**config.mk**
```make
export PLATFORM = sky130hd
export DESIGN_NAME = branch_ctrl
export DESIGN_NICKNAME = d
export VERILOG_FILES = /design/src/rtl/branch_ctrl.sv
export SDC_FILE = /design/constraint.sdc
export NUM_CORES = 1
export LEC_CHECK = 0
export CAP_MARGIN = 20
export CORE_UTILIZATION = 48
export DETAILED_ROUTE_END_ITERATION = 7
export PLACE_DENSITY_LB_ADDON = 0.12
export SYNTH_ARGS = -nofsm -noshare
export SYNTH_HDL_FRONTEND = slang
export SYNTH_SLANG_ARGS = --single-unit
```
**constraint.sdc**
```tcl
create_clock -name clk -period 3.9 [get_ports clk]
set_input_delay 0.39 -clock clk [delete_from_list [all_inputs] [get_ports clk]]
set_output_delay 0.39 -clock clk [all_outputs]
set_load 0.005 [all_outputs]
```
**src/rtl/branch_ctrl.sv**
```systemverilog
// Branch-resolution controller: NVZ flag register, condition evaluation, flag-hazard stall,
// PC redirect / IF-ID flush and saturating branch counters. Optional macro: FLAG_FWD_EN.
module branch_ctrl #(
    parameter int unsigned PC_W  = 16,
    parameter int unsigned CNT_W = 16
) (
    input  logic             clk,
    input  logic             rst,
    input  logic             pipe_stall,
    input  logic             ex_valid,
    input  logic [2:0]       ex_flag_wr,
    input  logic [2:0]       alu_nvz,
    input  logic             id_valid,
    input  logic             id_is_b,
    input  logic             id_is_br,
    input  logic [2:0]       id_cond,
    input  logic [PC_W-1:0]  id_pc_plus2,
    input  logic [8:0]       id_imm9,
    input  logic [PC_W-1:0]  id_rs_data,
    input  logic             cnt_clr,
    output logic [2:0]       nvz_q,
    output logic             stall_branch,
    output logic             redirect,
    output logic [PC_W-1:0]  target_pc,
    output logic             flush_ifid,
    output logic [CNT_W-1:0] br_cnt,
    output logic [CNT_W-1:0] taken_cnt
);

    typedef enum logic [0:0] {StIdle, StHold} state_e;

    state_e           state_q, state_d;
    logic [2:0]       nvz_d;
    logic [CNT_W-1:0] br_cnt_q, br_cnt_d;
    logic [CNT_W-1:0] taken_cnt_q, taken_cnt_d;
    logic             br;
    logic             hazard;
    logic             resolve;
    logic             taken;
    logic [2:0]       eval_nvz;
    logic [PC_W-1:0]  b_offset;

    // Flags are {N,V,Z}
    function automatic logic cond_eval(input logic [2:0] c, input logic [2:0] f);
        logic n, v, z;
        n = f[2];
        v = f[1];
        z = f[0];
        unique case (c)
            3'b000:  cond_eval = !z;
            3'b001:  cond_eval = z;
            3'b010:  cond_eval = !z && !n;
            3'b011:  cond_eval = n;
            3'b100:  cond_eval = z || (!z && !n);
            3'b101:  cond_eval = n || z;
            3'b110:  cond_eval = v;
            default: cond_eval = 1'b1;
        endcase
    endfunction

    function automatic logic [2:0] cond_need(input logic [2:0] c);
        unique case (c)
            3'b000, 3'b001:         cond_need = 3'b001;
            3'b010, 3'b100, 3'b101: cond_need = 3'b101;
            3'b011:                 cond_need = 3'b100;
            3'b110:                 cond_need = 3'b010;
            default:                cond_need = 3'b000;
        endcase
    endfunction

    assign br = id_valid & (id_is_b | id_is_br);

`ifdef FLAG_FWD_EN
    assign hazard   = 1'b0;
    assign eval_nvz = ({3{ex_valid}} & ex_flag_wr & alu_nvz)
                    | (~({3{ex_valid}} & ex_flag_wr) & nvz_q);
`else
    assign hazard   = br & ex_valid & (|(ex_flag_wr & cond_need(id_cond)));
    assign eval_nvz = nvz_q;
`endif

    always_comb begin
        state_d      = state_q;
        stall_branch = 1'b0;
        resolve      = 1'b0;
        if (!pipe_stall) begin
            unique case (state_q)
                StIdle: begin
                    if (hazard) begin
                        stall_branch = 1'b1;
                        state_d      = StHold;
                    end else begin
                        resolve = br;
                    end
                end
                StHold: begin
                    // EX now holds the bubble, so nvz_q already reflects the flag writer
                    resolve = br;
                    state_d = StIdle;
                end
                default: state_d = StIdle;
            endcase
        end
    end

    assign taken      = cond_eval(id_cond, eval_nvz);
    assign redirect   = resolve & taken;
    assign flush_ifid = resolve & taken;

    assign b_offset  = {{(PC_W - 9){id_imm9[8]}}, id_imm9} << 1;
    assign target_pc = id_is_b ? (id_pc_plus2 + b_offset) : id_rs_data;

    always_comb begin
        nvz_d = nvz_q;
        if (ex_valid && !pipe_stall) begin
            nvz_d = (alu_nvz & ex_flag_wr) | (nvz_q & ~ex_flag_wr);
        end
    end

    always_comb begin
        br_cnt_d    = br_cnt_q;
        taken_cnt_d = taken_cnt_q;
        if (cnt_clr) begin
            br_cnt_d    = '0;
            taken_cnt_d = '0;
        end else if (resolve) begin
            if (br_cnt_q != '1) begin
                br_cnt_d = br_cnt_q + CNT_W'(1);
            end
            if (taken && (taken_cnt_q != '1)) begin
                taken_cnt_d = taken_cnt_q + CNT_W'(1);
            end
        end
    end

    always_ff @(posedge clk or posedge rst) begin
        if (rst) begin
            state_q     <= StIdle;
            nvz_q       <= 3'b000;
            br_cnt_q    <= '0;
            taken_cnt_q <= '0;
        end else begin
            state_q     <= state_d;
            nvz_q       <= nvz_d;
            br_cnt_q    <= br_cnt_d;
            taken_cnt_q <= taken_cnt_d;
        end
    end

    assign br_cnt    = br_cnt_q;
    assign taken_cnt = taken_cnt_q;

endmodule

```
==> impl_results.rst <==
.. list-table::
   :header-rows: 1

   * - Metric
     - Value
   * - Maximum resistive drop on vdd
     - about 0.16 mV
   * - Run status
     - complete, no violations
   * - Static Leakage
     - 1.73 nW
   * - Synthesized Nets
     - 410
   * - Final worst clock skew
     - between 0.01 and 0.015 ns
   * - Area taken by multi-input logic gates
     - approximately 0.0019 mm2
   * - Origin of the critical flop-to-flop path
     - taken_cnt[0]
   * - H-tree lvl count
     - 2
   * - Signed area change from the synthesized netlist to the final layout
     - 43.4%
   * - Antenna violations before repair
     - 0
   * - Area share of xor/xnor cells in the synthesized design
     - between 10% and 20%
   * - Total global routing overflow
     - 0
   * - Worst hold-check path type
     - reg2reg
   * - FP Rows
     - 28
   * - Fraction of met2 tracks used by global routing
     - between 40% and 50%
   * - Complex-gate fraction of the synthesized area
     - between 10% and 20%
   * - Fraction of met3 tracks used by global routing
     - approximately 6.3%
   * - CP endpoint kind
     - primary output
   * - Hold slack final
     - around 0.55 ns
   * - Clock root buffer
     - clkbuf_8
   * - Total of hold buffers inserted after clock tree synthesis
     - 0
   * - Critical path peak fanout
     - 7
   * - Number of setup buffers added after CTS
     - 0
   * - Most common library cell in the layout ignoring fill and taps
     - clkdlybuf4s50_1
   * - Number of top-level pins
     - 112
   * - Die Y-Extent
     - a little over 80 um
   * - Final max-slew violation count
     - 0
   * - Count of port buffers added during placement
     - 111
   * - Cell count after synthesis
     - around 330
   * - Maximum clock rate
     - 0.289 GHz
   * - Minimum setup slack after placement
     - approximately 0.45 ns
   * - Met1 GRT Util
     - between 30 and 40%
   * - Slew HR
     - around 40%
   * - Total power per unit cell area
     - around 240 mW/mm2
   * - Cell area after placement
     - slightly above 0.004 mm2
   * - Commonest cells after routing, fill and taps aside
     - clkdlybuf4s50_1, nor2_1, dfrtp_1
   * - Clock-pin slew on the worst setup and hold paths
     - 0.08 ns
   * - Max_cap viols
     - 0
   * - Ant. Diodes
     - 0
   * - Count of different cell masters after synthesis
     - 54
   * - Clock sink count
     - 36
   * - Combined global-route utilization of all metal layers
     - between 20% and 30%
   * - Buffers from clock root to sink, at most
     - 2
   * - Layer with the highest usage after global routing
     - met2
   * - Post-DR vias/cell
     - ~5.5
   * - Startpoint type of the worst setup path
     - primary input
   * - Initial DRC Count
     - between 100 and 150
   * - Required time of the worst setup path
     - around 3.5 ns
   * - Number of detailed-routing iterations run before antenna repair
     - 4
   * - Via count of the first global-routing pass
     - between 2000 and 3000
   * - Worst endpoint data arrival time
     - ~3.1 ns
   * - Final cell utilization of the core
     - 71.5%
   * - Initial core utilization
     - approximately half
   * - Detailed Route WL
     - approximately 7.5 mm
   * - Final Hold Viols
     - 0
   * - Area of the core
     - between 0.005 and 0.006 mm2
   * - Number of CTS-inserted buffers
     - 5
   * - Routed Antenna Nets
     - 0
   * - Main synth FF type
     - dfrtp_1
   * - Fraction of layout instances using a drive strength above 1
     - 8.35%
   * - Synthesized area divided by synthesized cell count
     - a little under 9 um2
   * - Slew of the pin with the lowest slew margin
     - 0.901 ns
   * - Share of flip-flops with an asynchronous set or reset after synthesis
     - 100%
   * - Share of synthesized cell area in full adder, half adder and majority cells
     - 8.73%
   * - Drt wl/cell
     - roughly 14 um
   * - Largest family of logic cells by synthesized area
     - simple AND/OR/NAND/NOR gates
   * - Routed vias
     - ~2900
   * - Count of fill cells added during filler insertion
     - between 400 and 500
   * - Area occupied by registers
     - 901 um2
   * - Pin count of the biggest net entering global routing
     - 36
   * - Final TNS setup
     - 0 ns
   * - Layout Cell Area excl Fill
     - around 0.0042 mm2
   * - Post-cts repair resize count
     - 0
   * - Beginning of the critical path
     - id_imm9[8]
   * - Final estimated routing congestion in global placement
     - between 0.8 and 0.9
   * - Minimum clock period
     - around 3.5 ns
   * - Share of synthesized area spent on multiplexers
     - about 7.5%
   * - # DRC
     - 0
   * - Kind of critical path
     - in2out
   * - Post-synth EDFFs
     - 0
   * - Dpl hpwl
     - about 5.7 mm
   * - Insertion delay of the later-clocked pin in the worst-skew pair
     - 0.30 ns
   * - Simple-gate share of the synthesized area
     - roughly a quarter
   * - Global-route wire length before repair
     - about 12 mm
   * - Synthesis Warnings
     - 0
   * - Finish-stage setup viols
     - 0
   * - Smallest setup slack after layout
     - between 0.4 and 0.5 ns
   * - Layout net count
     - 520
   * - Setup repair after global routing missed its margin
     - false
   * - Post-synth design cell area
     - 0.00295 mm2
   * - Fin crit share
     - between 80% and 90%
   * - Number of register bits inferred by synthesis
     - 36
   * - Die X
     - roughly 80 um
   * - Clock tree from TritonCTS
     - built
   * - DIE AREA
     - 0.00647 mm2
   * - Register area share after synthesis
     - roughly 31%
[worst max-delay path, stage by stage]
cell and delay [ns]:
clkdlybuf4s50_1 0.56, ha_1 0.39, o21ai_0 0.11, or2_1 0.24, a221oi_1 0.32, o21ai_0 0.17
a21o_1 0.20, a31o_2 0.23, clkdlybuf4s50_1 0.44
[routing by layer]
metal | vias to the layer above | share of wire [%]
met1 | 1359 | 43
li1 | 1410 | -
met2 | 81 | 49
met5 | - | 0
met4 | 0 | 1.3
met3 | 10 | 6.6
[cell families (layout without fill, tap and decap cells)]
| logic type | Yosys count | in the layout |
|---|---|---|
| AND/OR/NAND/NOR | 134 | 134 |
| multiplexers | 20 | 20 |
| adder cells (fa/ha/maj) | 20 | 20 |
| buffers and inverters | 28 | 139 |
| XOR/XNOR | 36 | 36 |
| flip-flops | 36 | 36 |
| AO/OA/AOI/OAI | 58 | 58 |
[through the flow]
| stage | total power, mW | cells |
|---|---|---|
| floorplan | 0.573 | 332 |
| global placement | 0.730 | 510 |
| detailed placement | 0.736 | 510 |
| CTS | 1.03 | 518 |
| global route | 1.07 | 518 |
| finish | 1.02 | 518 |
[power by group]
part	total (mW)	internal, mW	switching (mW)
sequential	0.393	0.381	0.0117
clock	0.291	0.144	0.147
combinational	0.335	0.197	0.139
total	1.02	0.722	0.297
[flip-flops by register name (all words and copies together) (netlist names), named ones only]
signal,count
state_q,1
br_cnt,16
taken_cnt,16
[cell type report]
type                       instances  share of cell area (%)
clock buffer                       6                    1.95
multi-input combinational        268                    45.9
tap                               75                    2.22
inverter                          16                    1.42
timing repair buffer             115                    27.0
sequential                        36                    21.3
clock inverter                     2                   0.325
[cell usage after synthesis, types with 2 or more instances]
cell       n  area share (%)
xnor2_1   30             8.9
mux2i_1    4             1.4
and3_1     9             1.9
nand3b_1   2            0.51
nor3b_1    4             1.0
xor2_1     6             1.8
a21oi_1   18             3.1
nor4b_1    2            0.59
o21ai_0   11             1.9
and2_1     3            0.64
nor3_1     8             1.4
nand3_1   13             2.2
o21a_1     2            0.51
nor2_1    38             4.8
inv_1     16             2.0
nand2_1   13             1.7
a31o_2     2            0.59
and4_1     2            0.59
dfrtp_1   36              31
a21o_1     6             1.5
buf_1      2            0.25
nor4_1    11             2.3
nand2b_1   4            0.85
o311ai_4   2             1.8
o31ai_1    2            0.51
clkbuf_1   8             1.0
or4_1      2            0.51
nor2b_1    7             1.5
mux2_2    15             5.7
a31oi_1    2            0.42
or3_1      5             1.1
ha_1      19             8.1
nand4_1    5             1.1
and4_4     2            0.76
a31o_1     2            0.59
[final timing paths]
path / endpoint / slack, ns / depth (start not counted)
worst min register to register: flip-flop / 0.55 / 1
worst max-delay path: target_pc[12] / 0.44 / 9
worst max register to register: taken_cnt[9] / 1.38 / 6
min in group asynchronous: br_cnt[6] / 0.58 / 2
max in group asynchronous: taken_cnt[4] / 2.59 / 3
worst min-delay path: flip-flop / 0.55 / 1
Power figures use the tool's default switching activity.
